$ cat config.mk
export PLATFORM = sky130hd
export DESIGN_NAME = pattern_scan_ctrl
export DESIGN_NICKNAME = d
export VERILOG_FILES = /design/src/rtl/pattern_scan_ctrl.sv
export SDC_FILE = /design/constraint.sdc
export NUM_CORES = 1
export LEC_CHECK = 0
export CELL_PAD_IN_SITES_DETAIL_PLACEMENT = 0
export CELL_PAD_IN_SITES_GLOBAL_PLACEMENT = 1
export CORE_AREA = 2 2 75 77
export DETAILED_ROUTE_END_ITERATION = 8
export DIE_AREA = 0 0 77 79
export GPL_ROUTABILITY_DRIVEN = 0
export PLACE_DENSITY = 0.77
export SYNTH_ARGS = -nofsm -noshare
export SYNTH_HDL_FRONTEND = slang
export SYNTH_SLANG_ARGS = --single-unit
$ cat constraint.sdc
create_clock -name clk -period 2.83 [get_ports clk]
set_clock_uncertainty 0.05 [all_clocks]
set_input_delay 0.566 -clock clk [delete_from_list [all_inputs] [get_ports clk]]
set_output_delay 0.566 -clock clk [all_outputs]
set_load 0.02 [all_outputs]
$ cat src/rtl/pattern_scan_ctrl.sv
// rtl/pattern_scan_ctrl.sv - word-to-serial overlapping pattern match counter with valid/ready hand-off
// Optional build macro: MATCH_TOTAL_EN (adds clear_total / total_count running total)
module pattern_scan_ctrl #(
    parameter int WIDTH   = 16,
    parameter int PAT_LEN = 4,
    parameter int COUNT_W = 5
) (
    input  logic               clk,
    input  logic               rst,
    input  logic               in_valid,
    output logic               in_ready,
    input  logic [WIDTH-1:0]   in_data,
    input  logic [PAT_LEN-1:0] pattern,
    input  logic               carry,
    input  logic               abort,
    output logic               out_valid,
    input  logic               out_ready,
    output logic [COUNT_W-1:0] out_count,
    output logic               busy
`ifdef MATCH_TOTAL_EN
    ,
    input  logic               clear_total,
    output logic [15:0]        total_count
`endif
);

    localparam int FILL_W = $clog2(PAT_LEN + 1);
    localparam int BIT_W  = (WIDTH > 1) ? $clog2(WIDTH) : 1;
    localparam logic [FILL_W-1:0]  FILL_FULL = FILL_W'(PAT_LEN);
    localparam logic [BIT_W-1:0]   BIT_LAST  = BIT_W'(WIDTH - 1);
    localparam logic [COUNT_W-1:0] CNT_MAX   = {COUNT_W{1'b1}};

    typedef enum logic [1:0] {
        IDLE   = 2'd0,
        SHIFT  = 2'd1,
        REPORT = 2'd2
    } state_t;

    state_t             r_state;
    logic [WIDTH-1:0]   r_word;
    logic [PAT_LEN-1:0] r_pat;
    logic [PAT_LEN-1:0] r_hist;
    logic [FILL_W-1:0]  r_fill;
    logic [BIT_W-1:0]   r_bit_cnt;
    logic [COUNT_W-1:0] r_count;
    logic [COUNT_W-1:0] r_out_count;
    logic               r_out_valid;

    logic               w_bit;
    logic [PAT_LEN-1:0] w_hist_new;
    logic [FILL_W-1:0]  w_fill_new;
    logic               w_match;
    logic [COUNT_W-1:0] w_count_new;

    // Next detector step for the bit leaving the shift word this cycle
    always_comb begin
        w_bit       = r_word[WIDTH-1];
        w_hist_new  = {r_hist[PAT_LEN-2:0], w_bit};
        w_fill_new  = (r_fill == FILL_FULL) ? r_fill : r_fill + FILL_W'(1);
        w_match     = (w_fill_new == FILL_FULL) && (w_hist_new == r_pat);
        w_count_new = (w_match && (r_count != CNT_MAX)) ? r_count + COUNT_W'(1) : r_count;
    end

    // Controller FSM: accept, serialize MSB-first, report the count
    always_ff @(posedge clk) begin
        if (rst) begin
            r_state     <= IDLE;
            r_word      <= '0;
            r_pat       <= '0;
            r_hist      <= '0;
            r_fill      <= '0;
            r_bit_cnt   <= '0;
            r_count     <= '0;
            r_out_count <= '0;
            r_out_valid <= 1'b0;
        end else begin
            case (r_state)
                IDLE: begin
                    if (in_valid) begin
                        r_word    <= in_data;
                        r_pat     <= pattern;
                        r_bit_cnt <= '0;
                        r_count   <= '0;
                        if (!carry) begin
                            r_hist <= '0;
                            r_fill <= '0;
                        end
                        r_state <= SHIFT;
                    end
                end
                SHIFT: begin
                    if (abort) begin
                        // Aborted scans leave no history behind for the next word
                        r_hist  <= '0;
                        r_fill  <= '0;
                        r_state <= IDLE;
                    end else begin
                        r_word    <= {r_word[WIDTH-2:0], 1'b0};
                        r_hist    <= w_hist_new;
                        r_fill    <= w_fill_new;
                        r_count   <= w_count_new;
                        r_bit_cnt <= r_bit_cnt + BIT_W'(1);
                        if (r_bit_cnt == BIT_LAST) begin
                            r_out_count <= w_count_new;
                            r_out_valid <= 1'b1;
                            r_state     <= REPORT;
                        end
                    end
                end
                REPORT: begin
                    if (out_ready) begin
                        r_out_valid <= 1'b0;
                        r_state     <= IDLE;
                    end
                end
                default: r_state <= IDLE;
            endcase
        end
    end

    assign in_ready  = (r_state == IDLE);
    assign busy      = (r_state != IDLE);
    assign out_valid = r_out_valid;
    assign out_count = r_out_count;

`ifdef MATCH_TOTAL_EN
    logic        w_handshake;
    logic [16:0] w_total_sum;
    logic [15:0] r_total;

    assign w_handshake = (r_state == REPORT) && out_ready;
    assign w_total_sum = {1'b0, r_total} + 17'(r_out_count);

    // Running total of reported counts; clear beats a coincident handshake
    always_ff @(posedge clk) begin
        if (rst || clear_total) begin
            r_total <= '0;
        end else if (w_handshake) begin
            r_total <= w_total_sum[16] ? 16'hFFFF : w_total_sum[15:0];
        end
    end

    assign total_count = r_total;
`endif

endmodule

After elaboration in Yosys (flattened, before gate mapping):

Index checks and enable logic that the tools add are counted.

* word-level logic and storage cells: 66
* register bits: 43
* output and inout port bits: 8
* input bits: 26

* reductions and logical operators: 12
* multiplexer cells: 28
* add/sub/neg operators: 3
* equal/unequal tests: 13
* bitwise logic cells: 1

Operators by type and width (number)
* 2-to-1 mux 16 bit: 2
* case mux 16 bit (2 select lines): 1
* 2-to-1 mux 3 bit: 7
* 2-to-1 mux 5 bit: 3
* case mux 3 bit (2 select lines): 2
* AND reduction 3 bit: 4
* != test 2 bit (second input constant): 5
* case mux 5 bit (2 select lines): 1
* 2-to-1 mux 2 bit: 4
* 2-to-1 mux 4 bit: 2
* case mux 4 bit (2 select lines): 1
* == test 3 bit (second input constant): 2
* case mux 2 bit (3 select lines): 1
* nonzero test 2 bit: 3
* adder 5 x 1 -> 5 bit (second input constant): 1
* != test 5 bit (second input constant): 1
* adder 4 x 1 -> 4 bit (second input constant): 1
* == test 4 bit: 1
* == test 4 bit (second input constant): 1
* AND reduction 4 bit: 1
* adder 3 x 1 -> 3 bit (second input constant): 1
* 2-to-1 mux 1 bit: 3
* != test 3 bit (second input constant): 1
* == test 2 x 1 -> 1 bit (second input constant): 1
* other kinds (6): 7

Logic depth before layout (Yosys ltp):

Gate-level depths: netlist (run 1).

* depth in word-level cells: 8
* depth in mapped cells: 8
* depth with buffers taken out: 7

Least setup slack after synthesis (run 1):

Ideal clock, no wire load.

* kind: register to register
* start point: register r_count[0]
* end point: register r_out_count[4], in the netlist out_count[4]
* data required time: 2647 ps
* slack: 750 ps
* arrival time: 1897 ps
* library setup time: 133 ps
* cell stages (with the launch flop): 9
* period minus slack after synthesis: 2080 ps
* path buffers: 1
* cells stage by stage: dfxtp_1 ha_1 and3_1 ha_1 nor3_1 and3_1 buf_6 mux2i_1 a211oi_2

* cells in the longest elaborated chain, start to end: 3
* elaborated cells on any way between the ends: 4
* those cells by class: 1 x add/sub; 1 x eq/ne; 1 x mux; 1 x reduce/logical

Ends and longest elaborated chain
* start, declared: RTL line 45 `logic [COUNT_W-1:0] r_count;`
* start signal, assigned: RTL line 101 `r_count <= w_count_new;`
* branches (longest 2 deep; another with adder 5 x 1 -> 5 bit)
* 2-to-1 mux 5 bit *: RTL line 61 `w_count_new = (w_match && (r_count != CNT_MAX)) ? r_count + COUNT_W'(1) : r_count;`
* end signal, assigned: RTL line 104 `r_out_count <= w_count_new;`
* end, declared: RTL line 46 `logic [COUNT_W-1:0] r_out_count;`

Every way passes the cells marked *.
A chain may end at the register's enable or synchronous reset.

Worst setup path in the final report (run 1):

* start point: register r_fill[0]
* end point: register r_out_count[4], in the netlist out_count[4]

* cells in the longest elaborated chain, start to end: 6
* elaborated cells on any way between the ends: 7
* those cells by class: 1 x add/sub; 2 x eq/ne; 2 x mux; 2 x reduce/logical

Ends and longest elaborated chain
* start, declared: RTL line 43 `logic [FILL_W-1:0] r_fill;`
* start signal, assigned: RTL line 100 `r_fill <= w_fill_new;`
* adder 3 x 1 -> 3 bit / == test 3 bit (equally long branches): RTL line 59 `w_fill_new = (r_fill == FILL_FULL) ? r_fill : r_fill + FILL_W'(1);`
* 2-to-1 mux 3 bit *: RTL line 59
* == test 3 bit *: RTL line 60 `w_match = (w_fill_new == FILL_FULL) && (w_hist_new == r_pat);`
* logical AND 1 bit *: RTL line 60
* logical AND 1 bit *: RTL line 61
* 2-to-1 mux 5 bit *: RTL line 61

Every way passes the cells marked *; elsewhere a longest branch is shown, timed or not.

==> results of run 1 <==
-- worst max-delay path, delay by kind of cell, from the launching register on --
kind / cells / cell delay [ps]
adder cells (fa/ha/maj): 1 / 250
AND/OR/NAND/NOR: 2 / 770
flip-flops: 1 / 400
AO/OA/AOI/OAI: 2 / 350
buffers and inverters: 1 / 80
multiplexers: 1 / 280
-- power breakdown --
part	internal, uW	switching (uW)
clock	259	204
combinational	89.7	92.4
sequential	632	17.6
-- registers in the layout, summed over array words and instances (netlist names) --
signal and cells:
r_bit_cnt 4, r_fill 3, out_count 5, out_valid 1
r_count 5, r_state 2, r_word 16, r_hist 3
r_pat 4
-- through the flow --
step           power (uW)  util, %  std cells  area (um^2)  worst slack [ps]
6_report             1294    47.59        333         2540             526.6
5_1_grt              1363    47.59        333         2540             322.1
4_1_cts              1312    47.59        333         2540             522.2
3_5_place_dp        847.0    45.66        326         2437             315.9
3_3_place_gp        845.5    45.66        326         2437             404.3
2_1_floorplan       772.3        -        228         2056             749.5
-- final cells by class --
| cell class | instances | area [um^2] | area share (%) |
|---|---|---|---|
| clock buffers | 6 | 72.57 | 2.857 |
| multi-input cells | 164 | 1070 | 42.12 |
| well taps | 72 | 90.09 | 3.547 |
| inverters | 5 | 18.77 | 0.7389 |
| repair buffers | 42 | 397.9 | 15.67 |
| flip-flops and latches | 43 | 860.8 | 33.89 |
| clock inverters | 1 | 30.03 | 1.182 |
-- placed cells by master (no fill, tap or decap), drive strengths merged, types with 4 or more instances in the layout --
cell type       n
buf             9
nor3            6
a21oi          17
clkdlybuf4s50  33
o21ai           6
and3            4
nor2           30
xor2            9
dfxtp          43
nand3           5
inv             5
clkbuf          6
a211oi         18
a22oi           7
mux2i          15
ha              5
nand4           4
nand2          18
-- cell usage after synthesis (5+ instances only) --
| master | count | share of area [%] |
|---|---|---|
| sky130_fd_sc_hd__xor2_1 | 9 | 3.8 |
| sky130_fd_sc_hd__nand2_1 | 18 | 3.3 |
| sky130_fd_sc_hd__clkbuf_1 | 7 | 1.3 |
| sky130_fd_sc_hd__dfxtp_1 | 43 | 42 |
| sky130_fd_sc_hd__nor3_1 | 6 | 1.5 |
| sky130_fd_sc_hd__o21ai_0 | 6 | 1.5 |
| sky130_fd_sc_hd__a21oi_1 | 17 | 4.1 |
| sky130_fd_sc_hd__ha_1 | 5 | 3.0 |
| sky130_fd_sc_hd__nand3_1 | 5 | 1.2 |
| sky130_fd_sc_hd__a22oi_1 | 7 | 2.6 |
| sky130_fd_sc_hd__a211oi_1 | 15 | 5.5 |
| sky130_fd_sc_hd__nor2_1 | 29 | 5.3 |
| sky130_fd_sc_hd__mux2i_1 | 15 | 7.3 |
| sky130_fd_sc_hd__inv_1 | 5 | 0.91 |
-- kinds of logic (layout without fill, tap and decap cells) --
logic type      count (synthesis)  count (layout)  share of synthesized area, %
fa+ha+maj                       5               5                         3.043
xor+xnor                       10              10                         4.261
compound gates                 55              55                         18.69
flops                          43              43                         41.87
buf+inv                        21              54                         6.087
simple gates                   79              79                         18.75
mux                            15              15                         7.304
-- final timing paths --
kind              slack, ps  depth (start not counted)           end
setup / recovery        530                          7  out_count[4]
hold reg to reg         410                          2    r_word[10]
hold / removal          410                          2    r_word[10]
setup reg to reg        530                          7  out_count[4]
-- metal layers --
layer | share of wire [%] | vias to the layer above | wire, um | global-route usage [%]
met5 | 0 | - | 0 | 0
met4 | 1.5 | 0 | 67 | 5.893
met3 | 3.8 | 7 | 165 | 3.636
met2 | 47 | 36 | 2039 | 25.88
met1 | 48 | 747 | 2102 | 20.47
li1 | - | 875 | - | -
==> run summary, run 1 <==
========================================================================================
Post-synth EDFFs ..........................................................            0
Data required time of the worst path ......................................      2940 ps
Vias in the first global route ............................................        1,595
Root Buffer Master ........................................................ sky130_fd_sc_hd__clkbuf_8
Number of port buffers ....................................................           33
Type of element capturing the critical path ...............................         flop
Synthesized Nets ..........................................................          259
Largest net degree at the start of global routing .........................           44
Height of the chip ........................................................        79 um
FILL cells ................................................................          563
Wire length after detailed routing ........................................      4374 um
Detailed-router iteration count before antenna repair .....................            4
Crit path launch ..........................................................    r_fill[0]
Critical Path, Cell by Cell ............................................... inv_1, ha_1, or3b_4, a31oi_4, and3_1, mux2i_1, a211oi_2
Most used flip-flop cell after synthesis .................................. sky130_fd_sc_hd__dfxtp_1
Worst min-delay path startpoint ...........................................   r_word[10]
YS warnings ...............................................................            0
Number of sinks driven by the clock tree ..................................           43
Quantity of gates resized following cts ...................................            0
Final Cycle Share .........................................................       81.39%
Post-layout nets ..........................................................          292
Worst vdd ir ..............................................................     260.0 uV
Post-detailed-route DRC marker count ......................................            0
Final antenna diode count .................................................            0
Site Rows .................................................................           27
Max Fclk ..................................................................    434.1 MHz
Post-synth ARST share .....................................................           0%
Master of the slowest instance on the critical path ....................... sky130_fd_sc_hd__dfxtp_1
Post-synthesis cell type count ............................................           39
Core region area ..........................................................    5338 um^2
Num ports .................................................................           34
Path category of the worst min-delay check ................................      reg2reg
Global-route total usage across every layer ...............................       15.83%
Minimum clock period ......................................................      2303 ps
Leak ...................................................................... 0.0009948 uW
First-pass GRT wire length ................................................      7638 um
Die ar. ...................................................................    6083 um^2
Fraction of layout cells with a size suffix above 1 .......................       9.195%
Count of state elements after synthesis ...................................           43
Clock tree from TritonCTS .................................................         done
Netlist area before placement .............................................    2056 um^2
Post-Route Setup TNS ......................................................         0 ps
Initial standard-cell utilization of the core .............................       38.51%
Worst-path clk slew .......................................................        80 ps
Remaining global-route overflow ...........................................            0
Max_cap viols .............................................................            0
Maximum clock path buffer count ...........................................            2
Worst setup SP type .......................................................         flop
Violation count after the first detailed-routing iteration ................           89
Max-slew violation total from the final report ............................            0
Post-cts hold buffer count ................................................            0
Number of buffers added for setup after CTS ...............................            0
Hold Slack ................................................................     409.2 ps
Critical path fanouts, max ................................................            7
Headroom to the max-slew limit ............................................       67.34%
Unrepaired setup endpoints after global routing ...........................        false
Hold Vio Cnt, Final .......................................................            0
Data arrival, critical path ...............................................      2420 ps
Ratio of total power to cell area ......................................... 509.6 nW/um^2
Clock latency on the worst-skew pair ......................................       300 ps
Worst R2R Start ...........................................................    r_fill[0]
Outcome ................................................................... finished clean
Sequential share of the synthesized area ..................................       41.87%
Area delta synth->final ...................................................       23.55%
Worst-Margin Slew .........................................................     489.9 ps
Total half-perimeter wirelength after legalization and detailed placement .      3022 um
TritonCTS Buffers .........................................................            5
Stage delay of the slowest cell on the critical path ......................       400 ps
Wire length per cell after detailed routing ...............................     13.14 um
Antenna violation net count after detailed routing ........................            0
Number of antenna violations at the first check in global routing .........            0
Die width .................................................................        77 um
Final setup violation count ...............................................            0
H-tree levels .............................................................            2
Synthesized area per cell .................................................   9.016 um^2
Startpoint-to-endpoint class of the critical path .........................      reg2reg
Vias ......................................................................        1,665
Synthesized instance count ................................................          228
Number of vias per cell ...................................................        5.000
========================================================================================
No activity file was read; power rests on OpenSTA's default activity.
==> run 2, diff against run 1 <==
--- a/config.mk
+++ b/config.mk
@@ -7,11 +7,11 @@
 export LEC_CHECK = 0
 export CELL_PAD_IN_SITES_DETAIL_PLACEMENT = 0
 export CELL_PAD_IN_SITES_GLOBAL_PLACEMENT = 1
-export CORE_AREA = 2 2 75 77
+export CORE_AREA = 2 2 79 81
 export DETAILED_ROUTE_END_ITERATION = 8
-export DIE_AREA = 0 0 77 79
+export DIE_AREA = 0 0 81 83
 export GPL_ROUTABILITY_DRIVEN = 0
-export PLACE_DENSITY = 0.77
+export PLACE_DENSITY = 0.73
 export SYNTH_ARGS = -nofsm -noshare
 export SYNTH_HDL_FRONTEND = slang
 export SYNTH_SLANG_ARGS = --single-unit
==> constraint.sdc (replaced) <==
create_clock -name clk -period 2 [get_ports clk]
set_clock_uncertainty 0.05 [all_clocks]
set_input_delay 0.4 -clock clk [delete_from_list [all_inputs] [get_ports clk]]
set_output_delay 0.4 -clock clk [all_outputs]
set_load 0.02 [all_outputs]
==> run 2 against run 1 <==
Sequential cell count did not move. Worst hold slack improved by 3.3 ps. Combinational power rose by 61%. Sequential power rose by 41%. Sequential share of layout area fell by 2.9 points. Register-to-register slack got worse by 510 ps. Count of clock-buffer cells in the layout did not move. Maximum frequency rose by 16%. Wire length rose by 7.2%. Utilization rose by 0.35 points. Worst setup slack got worse by 510 ps. Largest cell class unchanged. Die area rose by 11%.
==> run summary, run 2 (same netlist as run 1, synthesis figures left out) <==
========================================================================================
Wire length per cell after detailed routing ...............................     13.21 um   +0.54%
Fraction of power spent switching nets ....................................       24.77%   +0.53 points
Vias ......................................................................        1,772   +6.4%
Number of sinks driven by the clock tree ..................................           43   unchanged
Critical path fanouts, max ................................................            5   -2
TritonCTS Buffers .........................................................            5   unchanged
Unrepaired setup endpoints after global routing ...........................         true
Cell area after layout ....................................................    2788 um^2   +9.8%
Number of port buffers ....................................................           33   unchanged
Post-layout nets ..........................................................          310   +6.2%
Height of the chip ........................................................        83 um   +5.1%
Non-filler instance count after layout ....................................          355   +6.6%
Max-slew violation total from the final report ............................            0   unchanged
Number of cells after detailed placement ..................................          345   +5.8%
Number of vias per cell ...................................................        4.992   -0.17%
Num ports .................................................................           34   unchanged
Site Rows .................................................................           28   +3.7%
Post-cts hold buffer count ................................................            0   unchanged
Outcome ................................................................... finished clean
Reg-to-reg critical path endpoint ......................................... out_count[4]
Wire length after detailed routing ........................................      4688 um   +7.2%
Sequential share of power .................................................        47.6%   -2.6 points
H-tree levels .............................................................            2   unchanged
Final Cycle Share .........................................................       99.29%   +18 points
Maximum clock path buffer count ...........................................            2   unchanged
Data required time of the worst path ......................................      2140 ps   -800 ps
Leak ......................................................................  0.001131 uW   +14%
R2R Setup Slk .............................................................        10 ps   -510 ps
Ratio of total power to cell area ......................................... 692.0 nW/um^2   +36%
Switching pwr .............................................................     477.8 uW   +52%
Type of element capturing the critical path ...............................         flop
Total half-perimeter wirelength after legalization and detailed placement .      3202 um   +6.0%
Final antenna diode count .................................................            0   unchanged
Worst min-delay path startpoint ...........................................   r_word[10]
Die width .................................................................        81 um   +5.2%
Area delta synth->final ...................................................       35.61%
Final setup violation count ...............................................            0   unchanged
Register with the most flip-flops .........................................       r_word
Post-Route Setup TNS ......................................................         0 ps   unchanged
Core region area ..........................................................    5816 um^2   +9.0%
Root Buffer Master ........................................................ sky130_fd_sc_hd__clkbuf_8
Commonest non-fill, non-tap cells in the layout ........................... 41 x sky130_fd_sc_hd__dfxtp_1, 31 x sky130_fd_sc_hd__clkdlybuf4s50_1, 29 x sky130_fd_sc_hd__nor2_1
Initial standard-cell utilization of the core .............................       35.35%   -3.2 points
Clock latency on the worst-skew pair ......................................       300 ps   about the same
Global-route total usage across every layer ...............................       14.23%   -1.6 points
Startpoint-to-endpoint class of the critical path .........................      reg2reg
Detailed-router iteration count before antenna repair .....................            4   unchanged
Path category of the worst min-delay check ................................      reg2reg
Post-detailed-route DRC marker count ......................................            0   unchanged
FF-to-FF path depth .......................................................            7   unchanged
Worst vdd ir ..............................................................     495.3 uV   +91%
Worst Setup Slack post-DPL ................................................    -176.0 ps   -491.8 ps
Worst-Margin Slew .........................................................     276.7 ps   -213.1 ps
Final core utilization ....................................................       47.93%   +0.35 points
Combinational share of power ..............................................        15.2%   +1.1 points
Die ar. ...................................................................    6723 um^2   +11%
Worst-path clk slew .......................................................        90 ps   about the same
Commonest non-fill, non-tap cell in the layout ............................ sky130_fd_sc_hd__dfxtp_1
Worst R2R Start ...........................................................    r_fill[0]
Vias in the first global route ............................................        1,575   -1.3%
Clock power frac ..........................................................        37.2%   +1.5 points
Max Fclk ..................................................................    503.6 MHz   +16%
Pint ......................................................................      1451 uW   +48%
Number of stages on the worst hold path ...................................            2   unchanged
Clock tree from TritonCTS .................................................         done
Number of antenna violations at the first check in global routing .........            0   unchanged
Number of flip-flops under the largest register name ......................           16   unchanged
Cell area after placement .................................................    2625 um^2   +7.7%
Violation count after the first detailed-routing iteration ................           80   -10%
Antenna violation net count after detailed routing ........................            0   unchanged
First-pass GRT wire length ................................................      7610 um   -0.37%
Remaining global-route overflow ...........................................            0   unchanged
Largest net degree at the start of global routing .........................           44   unchanged
Headroom to the max-slew limit ............................................       81.51%   +14 points
Min setup slack post-route ................................................     14.12 ps   -512.5 ps
Fraction of layout cells with a size suffix above 1 .......................       19.64%   +10 points
Min-Delay Endpoint ........................................................   r_word[10]
Worst setup SP type .......................................................         flop
Data arrival, critical path ...............................................      2120 ps   -300 ps
Max_cap viols .............................................................            0   unchanged
Hold Vio Cnt, Final .......................................................            0   unchanged
Minimum clock period ......................................................      1986 ps   -317.5 ps
========================================================================================
## run 2: changes by cell type in the layout (fill, tap and decap cells not counted), moves of 2 or more
cell / previous run / this run
sky130_fd_sc_hd__o21ai_0: 6 / 4
sky130_fd_sc_hd__o21ai_1: 0 / 2
sky130_fd_sc_hd__buf_4: 9 / 23
sky130_fd_sc_hd__buf_12: 0 / 4
sky130_fd_sc_hd__dfxtp_1: 43 / 41
sky130_fd_sc_hd__mux2i_1: 15 / 13
sky130_fd_sc_hd__mux2i_2: 0 / 2
sky130_fd_sc_hd__clkdlybuf4s50_1: 33 / 31
sky130_fd_sc_hd__inv_2: 0 / 2
sky130_fd_sc_hd__dfxtp_2: 0 / 2
sky130_fd_sc_hd__inv_1: 5 / 3
## run 2: critical path, cell delays in order, from the launching register on
cell	delay, ps
sky130_fd_sc_hd__dfxtp_2	360
sky130_fd_sc_hd__inv_2	50
sky130_fd_sc_hd__ha_4	150
sky130_fd_sc_hd__or3b_4	400
sky130_fd_sc_hd__a31oi_4	270
sky130_fd_sc_hd__and3_4	280
sky130_fd_sc_hd__mux2i_2	230
sky130_fd_sc_hd__a211oi_2	80
## run 2: power groups by stage
stage | registers, uW | clock network, uW | logic (uW)
2_1_floorplan | 933 | 0 | 162
3_3_place_gp | 938 | 0 | 284
6_report | 918 | 718 | 293
3_5_place_dp | 939 | 0 | 287
5_1_grt | 924 | 761 | 317
4_1_cts | 919 | 732 | 289
## run 2: worst max path at each step
stage | start | end
floorplan | r_count[0] | out_count[4]
global placement | in_valid | r_word[12]
detailed placement | in_valid | r_word[2]
CTS | r_fill[1] | out_count[1]
global route | r_fill[0] | out_count[4]
finish | r_fill[0] | out_count[4]
## run 2: layer usage
metal | vias to the layer above | wire length, um | track usage [%]
met1 | 818 | 2298 | 19.50
met5 | - | 0 | 0
met3 | 4 | 181 | 3.478
li1 | 912 | - | -
met4 | 0 | 33 | 3.698
met2 | 38 | 2174 | 22.24
## run 2: layout make-up
| class | instances | area [um^2] |
|---|---|---|
| timing repair buffer | 60 | 584.3 |
| multi-input combinational | 164 | 1110 |
| sequential | 43 | 863.3 |
| fill | 590 | 3028 |
| tap | 75 | 93.84 |
| clock buffer | 6 | 82.58 |
| clock inverter | 2 | 35.03 |
| inverter | 5 | 18.77 |
## run 2: through the flow
| stage | power, uW | hold slack (ps) |
|---|---|---|
| final | 1929 | 412.5 |
| after global routing | 2003 | 447.2 |
| after CTS | 1939 | 413.7 |
| after detailed placement | 1225 | 402.5 |
| after global placement | 1222 | 397.3 |
| after floorplan | 1095 | 385.7 |
## run 2: timing repair
| item | CTS | global route |
|---|---|---|
| endpoints found under the setup margin | 5 | 10 |
| endpoints found under the hold margin | 0 | 0 |
| pin swaps | 2 | 7 |
| cloned | 0 | 0 |
| gates resized for setup | 2 | 10 |
| buffers inserted | 1 | 1 |
==> RTL edit: new RTL, settings of run 2 <==
Add a define of `MATCH_TOTAL_EN`.
--- a/src/rtl/pattern_scan_ctrl.sv
+++ b/src/rtl/pattern_scan_ctrl.sv
@@ -1,5 +1,7 @@
 // rtl/pattern_scan_ctrl.sv - word-to-serial overlapping pattern match counter with valid/ready hand-off
 // Optional build macro: MATCH_TOTAL_EN (adds clear_total / total_count running total)
+`define MATCH_TOTAL_EN
+
 module pattern_scan_ctrl #(
     parameter int WIDTH   = 16,
     parameter int PAT_LEN = 4,
Ports: changed (added clear_total and total_count); port bits go from 34 to 51. No check against the original RTL was run, so the function may have changed too.
==> RTL edit against run 2 <==
- final area up 40%
- core utilization is 19 points higher
- final cell count grew 31%
- global-route usage grew 5.8 points
- worst setup slack gained 0.058 ns
- clock power is 34% higher
- area after synthesis increased by 43%
- via count is 43% higher
- power up 29%
- sequential cell count up 16
- wire length increased by 34%
==> RTL edit: results (changes against run 2) <==
Crit path max-delay family adder cells; worst hold endpoint r_word[8]; DR vias 2532 (+43%); Post-Syn Instances 313 (+37%); XOR/XNOR Fraction of Synth Area 4.17% (-0.087 points); Synth top cells by count 59 x dfxtp_1, 43 x nor2_1, 23 x a211oi_1, 21 x mux2i_1, 16 x a21oi_1; # port buffers 50 (+52%); CTS Buf Count 9 (+4); Final Net Count 424 (+37%); Synth cell types 56 (+44%); clock network power 0.000962 W (+34%); hold slack 0.412 ns (-0.0000900 ns); routed length per instance 13.5 um (+2.3%); layout cell share with drive strength beyond 1 20.2% (+0.56 points); Max rail drop VDD 0.000451 V (-9.0%); placed inst area 0.00366 mm2 (+39%); slowest stage cell, crit path fa_2; Post-DP HPWL 4580 um (+43%); crit path from out_count[0]; CP Capture Point total_count[15]; Via density 5.43 (+8.9%); Global Route Usage Sum 20.0% (+5.8 points); complex-gate fraction of the synthesized area 21.0% (+2.4 points); post-synthesis sequential area ratio 40.2% (-1.7 points); first-pass GRT wire length 10700 um (+40%); critical hold path startpoint r_word[8]; net load switching power 0.000611 W (+28%); vias in the first global route 2386 (+51%); synth top area cells dfxtp_1 40%, mux2i_1 7.2%, a211oi_1 5.9%; # H-tree levels 3 (+1); area share of fa/ha/maj cells after synthesis 4.94% (+1.9 points); slew margin rel. 63.3% (-18 points); status completed; largest net degree at the start of global routing 30 (-32%); Initial DRC Count 101 (+26%); slowest stage delay, CP 0.34 ns (-0.06 ns); Comb power frac 11.4% (-3.8 points); Worst EP arrival 2.10 ns (-0.02 ns)
RTL edit: changes by cell type after synthesis, moves of 5 or more:
cell,before,now
dfxtp_1,43,59
nor2_1,29,43
a211oi_1,15,23
nand2_1,18,10
mux2i_1,15,21
ha_1,5,10
o21ai_0,6,11
o221a_2,0,5
RTL edit: cell type report:
class	instances	area, um2
clock buffers	14	163
clock inverters	2	10.0
well taps	75	93.8
multi-input cells	231	1700
repair buffers	79	723
inverters	6	22.5
flip-flops and latches	59	1190
fillers	533	1910
RTL edit: layer usage:
metal / track usage (%) / vias up / routed length [um] / part of all wire [%]
met5: 0 / - / 0 / 0
met4: 9.40 / 0 / 68 / 1.1
met3: 4.02 / 8 / 282 / 4.5
met2: 30.5 / 57 / 2960 / 47
met1: 26.9 / 1164 / 2980 / 47
li1: - / 1303 / - / -
RTL edit: what timing repair did:
action | 4_1_cts | 5_1_grt
setup endpoints to repair | 2 | 19
resized for setup | 4 | 13
setup buffers | 0 | 2
pin swaps | 0 | 8
hold endpoints to repair | 0 | 0
